<file path="config.mk">
export PLATFORM = sky130hd
export DESIGN_NAME = hwpe_stream_parity_source_flat
export DESIGN_NICKNAME = d
export VERILOG_FILES = /design/src/rtl/hwpe_stream_parity_source_if.sv /design/src/rtl/hwpe_stream_parity_source.sv /design/src/flat_wrapper.sv
export SDC_FILE = /design/constraint.sdc
export NUM_CORES = 1
export LEC_CHECK = 0
export CAP_MARGIN = 20
export CORE_MARGIN = 5
export CORE_UTILIZATION = 32
export DETAILED_ROUTE_END_ITERATION = 7
export PLACE_DENSITY = 0.84
export SLEW_MARGIN = 20
export SYNTH_ARGS = -nofsm -noshare
export SYNTH_HDL_FRONTEND = slang
export SYNTH_SLANG_ARGS = --single-unit
</file>
<file path="constraint.sdc">
create_clock -name clk_i -period 1.7 [get_ports clk_i]
set_input_delay 0.34 -clock clk_i [delete_from_list [all_inputs] [get_ports clk_i]]
set_output_delay 0.34 -clock clk_i [all_outputs]
set_load 0.02 [all_outputs]
</file>
<file path="src/rtl/hwpe_stream_parity_source_if.sv">
// rtl/hwpe_stream_parity_source_if.sv - HWPE-Stream handshake bundle (valid/ready/data/strb)
interface hwpe_stream_intf_stream #(
  parameter int unsigned DATA_WIDTH = 32,
  parameter int unsigned STRB_WIDTH = (DATA_WIDTH >= 8) ? DATA_WIDTH / 8 : 1
);
  logic                  valid;
  logic                  ready;
  logic [DATA_WIDTH-1:0] data;
  logic [STRB_WIDTH-1:0] strb;

  modport master  (output valid, output data, output strb, input ready);
  modport slave   (input valid, input data, input strb, output ready);
  modport monitor (input valid, input data, input strb, input ready);
endinterface

</file>
<file path="src/rtl/hwpe_stream_parity_source.sv">
// rtl/hwpe_stream_parity_source.sv - parity stream generator and entry-point protocol checker
// Optional stall-stability checker: HWPE_STREAM_PARITY_SOURCE_STABILITY_CHECK_EN
module hwpe_stream_parity_source #(
  parameter int unsigned DATA_WIDTH = 32,
  parameter int unsigned STRB_WIDTH = DATA_WIDTH / 8,
  parameter int unsigned CNT_WIDTH  = 8
) (
  input  logic                   clk_i,
  input  logic                   rst_ni,
  input  logic                   clear_i,
  hwpe_stream_intf_stream.monitor normal_i,
  hwpe_stream_intf_stream.master  parity_o,
  output logic                   fault_detected_o,
  output logic                   fault_sticky_o,
  output logic [CNT_WIDTH-1:0]   fault_count_o
);

  localparam int unsigned ELEM_WIDTH = DATA_WIDTH / STRB_WIDTH;
  localparam logic [CNT_WIDTH-1:0] CNT_MAX = '1;

  if ((DATA_WIDTH % STRB_WIDTH) != 0) begin : gen_width_check
    $fatal(1, "DATA_WIDTH must be a multiple of STRB_WIDTH");
  end

  logic [STRB_WIDTH-1:0] parity_data;
  logic                  ready_fault;
  logic                  stab_fault;
  logic                  fault;
  logic                  sticky_q, sticky_d;
  logic [CNT_WIDTH-1:0]  count_q, count_d;

  always_comb begin
    parity_data = '0;
    for (int i = 0; i < STRB_WIDTH; i++) begin
      parity_data[i] = ^normal_i.data[i*ELEM_WIDTH +: ELEM_WIDTH];
    end
  end

  assign parity_o.data  = parity_data;
  assign parity_o.strb  = normal_i.strb;
  assign parity_o.valid = normal_i.valid;

  // Both networks must see the same back-pressure whenever a beat is offered.
  assign ready_fault = normal_i.valid && (parity_o.ready != normal_i.ready);

`ifdef HWPE_STREAM_PARITY_SOURCE_STABILITY_CHECK_EN
  logic                  pending_q, pending_d;
  logic [DATA_WIDTH-1:0] data_q, data_d;
  logic [STRB_WIDTH-1:0] strb_q, strb_d;

  always_comb begin
    pending_d = pending_q;
    data_d    = data_q;
    strb_d    = strb_q;
    if (clear_i) begin
      pending_d = 1'b0;
      data_d    = '0;
      strb_d    = '0;
    end else if (normal_i.valid && !normal_i.ready) begin
      // Snapshot only when the stall begins; later beats are compared against it.
      if (!pending_q) begin
        data_d = normal_i.data;
        strb_d = normal_i.strb;
      end
      pending_d = 1'b1;
    end else begin
      pending_d = 1'b0;
    end
  end

  always_ff @(posedge clk_i or negedge rst_ni) begin
    if (!rst_ni) begin
      pending_q <= 1'b0;
      data_q    <= '0;
      strb_q    <= '0;
    end else begin
      pending_q <= pending_d;
      data_q    <= data_d;
      strb_q    <= strb_d;
    end
  end

  assign stab_fault = pending_q &&
                      (!normal_i.valid || (normal_i.data != data_q) || (normal_i.strb != strb_q));
`else
  assign stab_fault = 1'b0;
`endif

  assign fault            = ready_fault | stab_fault;
  assign fault_detected_o = fault;

  always_comb begin
    sticky_d = sticky_q;
    count_d  = count_q;
    if (clear_i) begin
      sticky_d = 1'b0;
      count_d  = '0;
    end else if (fault) begin
      sticky_d = 1'b1;
      if (count_q != CNT_MAX) begin
        count_d = count_q + 1'b1;
      end
    end
  end

  always_ff @(posedge clk_i or negedge rst_ni) begin
    if (!rst_ni) begin
      sticky_q <= 1'b0;
      count_q  <= '0;
    end else begin
      sticky_q <= sticky_d;
      count_q  <= count_d;
    end
  end

  assign fault_sticky_o = sticky_q;
  assign fault_count_o  = count_q;

endmodule

</file>
<file path="src/flat_wrapper.sv">
// flat-port wrapper written by rule: the top's interface ports become plain ports
module hwpe_stream_parity_source_flat 
#(
  parameter int unsigned DATA_WIDTH = 32,
  parameter int unsigned STRB_WIDTH = DATA_WIDTH / 8,
  parameter int unsigned CNT_WIDTH  = 8
)
  (clk_i, rst_ni, clear_i, fault_detected_o, fault_sticky_o, fault_count_o, normal_i_valid, normal_i_data, normal_i_strb, normal_i_ready, parity_o_valid, parity_o_data, parity_o_strb, parity_o_ready);
  hwpe_stream_intf_stream #(.DATA_WIDTH(DATA_WIDTH), .STRB_WIDTH(STRB_WIDTH)) normal_i_i ();
  hwpe_stream_intf_stream #(.DATA_WIDTH(DATA_WIDTH), .STRB_WIDTH(STRB_WIDTH)) parity_o_i ();
  input  logic clk_i;
  input  logic rst_ni;
  input  logic clear_i;
  output logic fault_detected_o;
  output logic fault_sticky_o;
  output logic [CNT_WIDTH-1:0] fault_count_o;
  input wire logic [$bits(normal_i_i.valid)-1:0] normal_i_valid;
  input wire logic [$bits(normal_i_i.data)-1:0] normal_i_data;
  input wire logic [$bits(normal_i_i.strb)-1:0] normal_i_strb;
  input wire logic [$bits(normal_i_i.ready)-1:0] normal_i_ready;
  output wire logic [$bits(parity_o_i.valid)-1:0] parity_o_valid;
  output wire logic [$bits(parity_o_i.data)-1:0] parity_o_data;
  output wire logic [$bits(parity_o_i.strb)-1:0] parity_o_strb;
  input wire logic [$bits(parity_o_i.ready)-1:0] parity_o_ready;
  assign normal_i_i.valid = normal_i_valid;
  assign normal_i_i.data = normal_i_data;
  assign normal_i_i.strb = normal_i_strb;
  assign normal_i_i.ready = normal_i_ready;
  assign parity_o_valid = parity_o_i.valid;
  assign parity_o_data = parity_o_i.data;
  assign parity_o_strb = parity_o_i.strb;
  assign parity_o_i.ready = parity_o_ready;
  hwpe_stream_parity_source #(.DATA_WIDTH(DATA_WIDTH), .STRB_WIDTH(STRB_WIDTH), .CNT_WIDTH(CNT_WIDTH)) u_core (.clk_i(clk_i), .rst_ni(rst_ni), .clear_i(clear_i), .normal_i(normal_i_i), .parity_o(parity_o_i), .fault_detected_o(fault_detected_o), .fault_sticky_o(fault_sticky_o), .fault_count_o(fault_count_o));
endmodule
</file>
== Yosys cells after proc, flatten, opt, wreduce, memory -nomap -nowiden ==
Cells that the tools add are included.

* Equal/unequal tests: 2
* Shifts and indexed selects: 0
* $mul: 0
* Divide/modulo/power cells: 0
* Reduce and logical (&&, ||, !) cells: 8
* Mux-type cells: 5
* Order comparisons: 0
* Bitwise logic cells: 0
* Add/sub/neg operators: 1

{| class="wikitable"
|+ Operators with widths
! kind !! number
|-
| 8-bit XOR reduction || 4
|-
| 8-bit 2-to-1 mux || 3
|-
| 8-bit by 1-bit adder with 8-bit output (second input constant) || 1
|-
| 8-bit inequality test (second input constant) || 1
|-
| 2-bit nonzero test || 2
|-
| 1-bit 2-to-1 mux || 2
|-
| 2-bit AND reduction || 1
|-
| 1-bit logical AND || 1
|-
| 1-bit inequality test || 1
|}

* Memory bits (read-only): 0
* Bits of input ports: 42
* Memories kept: 0
* Register bits: 9
* Bits in writable memories: 0
* Latch bits: 0

== Depth between registers and ports, before layout ==
Gate-level depths: netlist (run 1).

* Depth after elaboration: 4
* Mapped depth: 5
* Gate-level depth less buffers: 5

== Worst setup path after synthesis (run 1) ==
No wires, ideal clock.

* Path kind: reg-to-reg
* Start: register u_core.count_q[0] (netlist: u_core.fault_count_o[0])
* End: register u_core.count_q[3] (netlist: u_core.fault_count_o[3])
* Path buffers: 0
* Clock period less this slack: 1.457 ns
* Cell stages (with the launch flop): 5
* Required time: 1.575 ns
* Slack: 0.243 ns
* Arrival time: 1.332 ns
* Path through: dfrtp_1 ha_1 nand3_1 o21a_1 mux2_4

* Word-level cells in the longest chain between the ends: 4

{| class="wikitable"
|+ Ends and longest elaborated chain
! what !! RTL line !! RTL
|-
| start, declared || hwpe_stream_parity_source.sv:30 || <nowiki>logic [CNT_WIDTH-1:0] count_q, count_d;</nowiki>
|-
| start signal, assigned || hwpe_stream_parity_source.sv:112 || <nowiki>count_q <= count_d;</nowiki>
|-
| 8-bit by 1-bit adder with 8-bit output || hwpe_stream_parity_source.sv:101 || <nowiki>count_d = count_q + 1'b1;</nowiki>
|-
| 8-bit 2-to-1 mux || hwpe_stream_parity_source.sv:100 || <nowiki>if (count_q != CNT_MAX) begin</nowiki>
|-
| 8-bit 2-to-1 mux || hwpe_stream_parity_source.sv:98 || <nowiki>end else if (fault) begin</nowiki>
|-
| 8-bit 2-to-1 mux || hwpe_stream_parity_source.sv:95 || <nowiki>if (clear_i) begin</nowiki>
|}

Parallel ways exist; a longest one is shown, timed or not. The select of a mux whose other input is x is not followed.
A chain may end at the register's enable or synchronous reset.

== Worst setup path after layout (run 1) ==
* Start: register u_core.count_q[0] (netlist: u_core.fault_count_o[0])
* End: output port fault_count_o[0]

{| class="wikitable"
|+ RTL lines
! what !! RTL line !! RTL
|-
| end, declared || flat_wrapper.sv:16 || <nowiki>output logic [CNT_WIDTH-1:0] fault_count_o;</nowiki>
|}

No word-level cell between the ends.

==> parameters.txt, run 1 <==
Parameter                              Value

Run status
  Outcome ... finished clean

Route
  Via count ... about 880
  Residual antenna-violating net count after detailed routing ... 0
  Number of optimization iterations in the first detailed-route pass ... 3
  Via-to-Cell Ratio ... around 4
  1st-iter DRT viols ... 3
  Post-detailed-route DRC marker count ... 0
  Routed wire length ... roughly 2500 um
  Mean routed wirelength per cell ... about 12 um

Clock tree
  Root Buffer Master ... clkbuf_4
  Number of setup buffers added after CTS ... 0
  Insertion delay to the later sink of the worst-skew pair ... approximately 0.27 ns
  Number of CTS-inserted buffers ... 3
  Clock H-tree levels ... 1
  CTS clk-pin slew, worst paths ... approximately 0.07 ns
  Number of sinks on the clock net ... 9
  Number of buffers on the longest clock path ... 2
  TritonCTS clock tree ... yes

Timing
  Worst clock skew on the final layout ... about 0.0019 ns
  Fin crit period ... 1.64 ns
  Minimum hold slack ... 0.380 ns
  Number of hold-slack violations in the final timing report ... 0
  Final setup margin ... 0.0565 ns
  Fraction of the cycle the final worst path needs ... approximately 97%
  Slew Viols, Final ... 0
  Final setup violating endpoints ... 0
  Unrepaired setup endpoints after global routing ... no
  Highest clock frequency the design can meet ... between 600 and 700 MHz

Power and ir drop
  Worst-case vdd ir drop ... about 230 uV
  Power per unit of standard cell area ... 552 nW/um^2
  Pleak ... ~0.83 nW

Place
  Placed standard-cell area ... approximately 1500 sq um
  IO Port Bufs ... 52
  Setup Slack @ Placement ... -0.577 ns
  Post-detailed-placement half-perimeter wirelength ... 2200 um
  Placer's final routability congestion estimate ... approximately 0.85

Final layout
  Area delta synth->final ... 50.4%
  Antenna Cells ... 0
  Fraction of final layout cells with drive strength greater than 1 ... around 18%
  Total non-filler cell area in the finished layout ... about 1500 sq um
  Sequential cell area in the final layout ... 225 sq um
  Nets ... ~220
  Filler cells ... 321
  Total area of multi-input combinational cells ... roughly 670 sq um

Floorplanning
  Vertical die dimension ... 66.6 um
  Top-level port count ... a little under 90
  Die Area ... 4430 sq um
  Core footprint ... about 3100 sq um
  Width of the chip ... ~67 um
  Placement Rows ... 20
  Initial standard-cell utilization of the core ... 33.5%

Worst setup path
  Data arrival time of the worst path ... roughly 1.3 ns
  Startpoint class of the critical path ... flip-flop
  CP max stage delay ... 0.63 ns
  Critical path type ... reg2out
  Critical-path top delay cell ... clkdlybuf4s50_1
  Data required, critical path ... roughly 1.4 ns
  Top fanout value on the critical path ... 4
  Cells along the critical path ... clkdlybuf4s50_1
  Crit-path leading delay family ... buffers and inverters
  Reg2Reg Setup Slack ... between 0.2 and 0.3 ns
  Buf+Inv Stages, Crit Path ... 1
  Critical Path End Type ... output pin

Synthesis
  Sequential share of the synthesized area ... 22.0%
  Fraction of registers with async set/reset ... 100%
  Number of enable-type register cells in the synthesized netlist ... 0
  Total of flip-flops plus latches after synthesis ... 9
  Main flop type after synthesis ... dfrtp_1
  Syn. warnings ... 0
  Netlist Area Pre-Place ... between 1000 and 1500 sq um
  Synthesized area per cell ... roughly 9 sq um
  Synth top area share ... 24.9%
  Unique cell type count in the Yosys netlist ... 28
  Top cells by area, synth ... buf_4 (25%), dfrtp_1 (22%), xnor2_1 (21%), xor2_1 (5.1%), nor2_1 (4.0%)
  Number of cells produced by synthesis ... ~110
  Largest area contributor in the netlist ... buf_4

GRT
  Maximum number of pins on one net before global-route repair ... 10
  Total overflow reported by the global router ... 0
  Gr usage total ... between 10% and 20%
  Vias in the first global route ... 845
  Initial antenna violation count ... 0
  Wire length of the first global-routing pass ... ~3800 um

Worst hold path
  Min-Delay Path Class ... in2async

Flow run
  Max Cap Violations ... 0
## Yosys cell counts, drive strengths merged, types with 2 or more instances
master and instances:
a21oi 3, xnor2 25, a211oi 2, o21a 2, mux2i 2, and3 2, dfrtp 9, and2 2
nand4 3, nor2 11, xor2 7, buf 34
## flip-flops by register name (all words and copies together), names as in the netlist
name and cells:
u_core.fault_count_o 8, u_core.fault_sticky_o 1
## cells by family after synthesis
logic type      share of synthesized area (%)
compound gates                           7.82
xor+xnor                                 28.1
fa+ha+maj                                1.22
buf+inv                                  25.3
flops                                    22.0
mux                                      3.42
other cells                             0.366
simple gates                             11.7
## cells in the final DEF (no fill, tap or decap)
cell,Yosys,routed
buf_4,34,13
nor2b_1,1,1
clkbuf_1,0,1
inv_1,1,1
xnor2_2,0,4
mux2i_1,2,2
clkdlybuf4s50_1,0,8
o211ai_2,1,1
a211oi_2,1,1
nor2_1,11,11
ha_1,1,1
nor3_2,1,1
buf_2,0,1
o21a_1,2,2
o2111ai_1,1,1
nand2_1,1,1
a21oi_1,2,2
dfrtp_1,9,9
dlymetal6s2s_1,0,9
and2_4,1,1
conb_1,1,28
clkbuf_4,0,3
nand4_1,2,2
xor2_2,1,1
o21ai_0,1,1
a211oi_1,1,1
nand4_2,1,1
and3_1,2,2
nand3_1,1,1
dlygate4sd2_1,0,30
a21oi_2,1,1
xor2_1,6,6
xnor2_1,25,21
mux2_4,1,1
and2_2,1,1
## what timing repair did
item | in CTS | in global routing
pin swaps | 22 | 5
gates resized for setup | 58 | 13
hold buffers | 0 | 0
endpoints found under the setup margin | 9 | 2
## metrics by stage
step | setup TNS (ns) | std cells | util, % | power, mW
4_1_cts | -0.124 | 215 | 48.7 | 0.852
6_report | 0 | 215 | 50.4 | 0.849
3_3_place_gp | -2.99 | 211 | 49.5 | 0.702
2_1_floorplan | 0 | 140 | - | 0.550
5_1_grt | 0 | 215 | 50.4 | 0.902
3_5_place_dp | -3.19 | 211 | 49.5 | 0.712
## routing by layer
metal / vias to the layer above / wire length (um) / global-route usage [%] / part of all wire [%]
li1: 420 / - / - / -
met1: 398 / 958 / 12.5 / 38
met2: 52 / 1220 / 18.4 / 48
met3: 5 / 332 / 3.54 / 13
met4: 0 / 36 / 4.82 / 1.4
met5: - / 0 / 0 / 0
## area by class of cell
cell class | count | area share, %
Multi-Input combinational cell | 96 | 43.6
Timing Repair Buffer | 61 | 36.3
Sequential cell | 9 | 14.6
Tap cell | 44 | 3.58
Clock buffer | 4 | 1.71
Inverter | 1 | 0.244
## power breakdown
part           switching, mW  internal, mW
registers            0.00590         0.220
logic                  0.233         0.216
clock network         0.0845        0.0910
total                  0.323         0.526
## final timing paths
path / startpoint / to / depth (start not counted)
setup / recovery: u_core.fault_count_o[0] / fault_count_o[0] / 1
hold / removal: rst_ni / u_core.fault_count_o[3] / 1
setup reg to reg: u_core.fault_count_o[0] / u_core.fault_count_o[3] / 4
hold reg to reg: u_core.fault_sticky_o / u_core.fault_sticky_o / 2
max in group asynchronous: rst_ni / u_core.fault_count_o[2] / 1
min in group clk_i: u_core.fault_sticky_o / u_core.fault_sticky_o / 2
(Power assumes the default switching activity.)
==> run 2, diff against run 1 <==
--- a/config.mk
+++ b/config.mk
@@ -5,6 +5,7 @@
 export SDC_FILE = /design/constraint.sdc
 export NUM_CORES = 1
 export LEC_CHECK = 0
+export ABC_CLOCK_PERIOD_IN_PS = 1700
 export CAP_MARGIN = 20
 export CORE_MARGIN = 5
 export CORE_UTILIZATION = 32
==> results of run 2 <==
The final DEF is identical to that of run 1; final timing and power are the same.
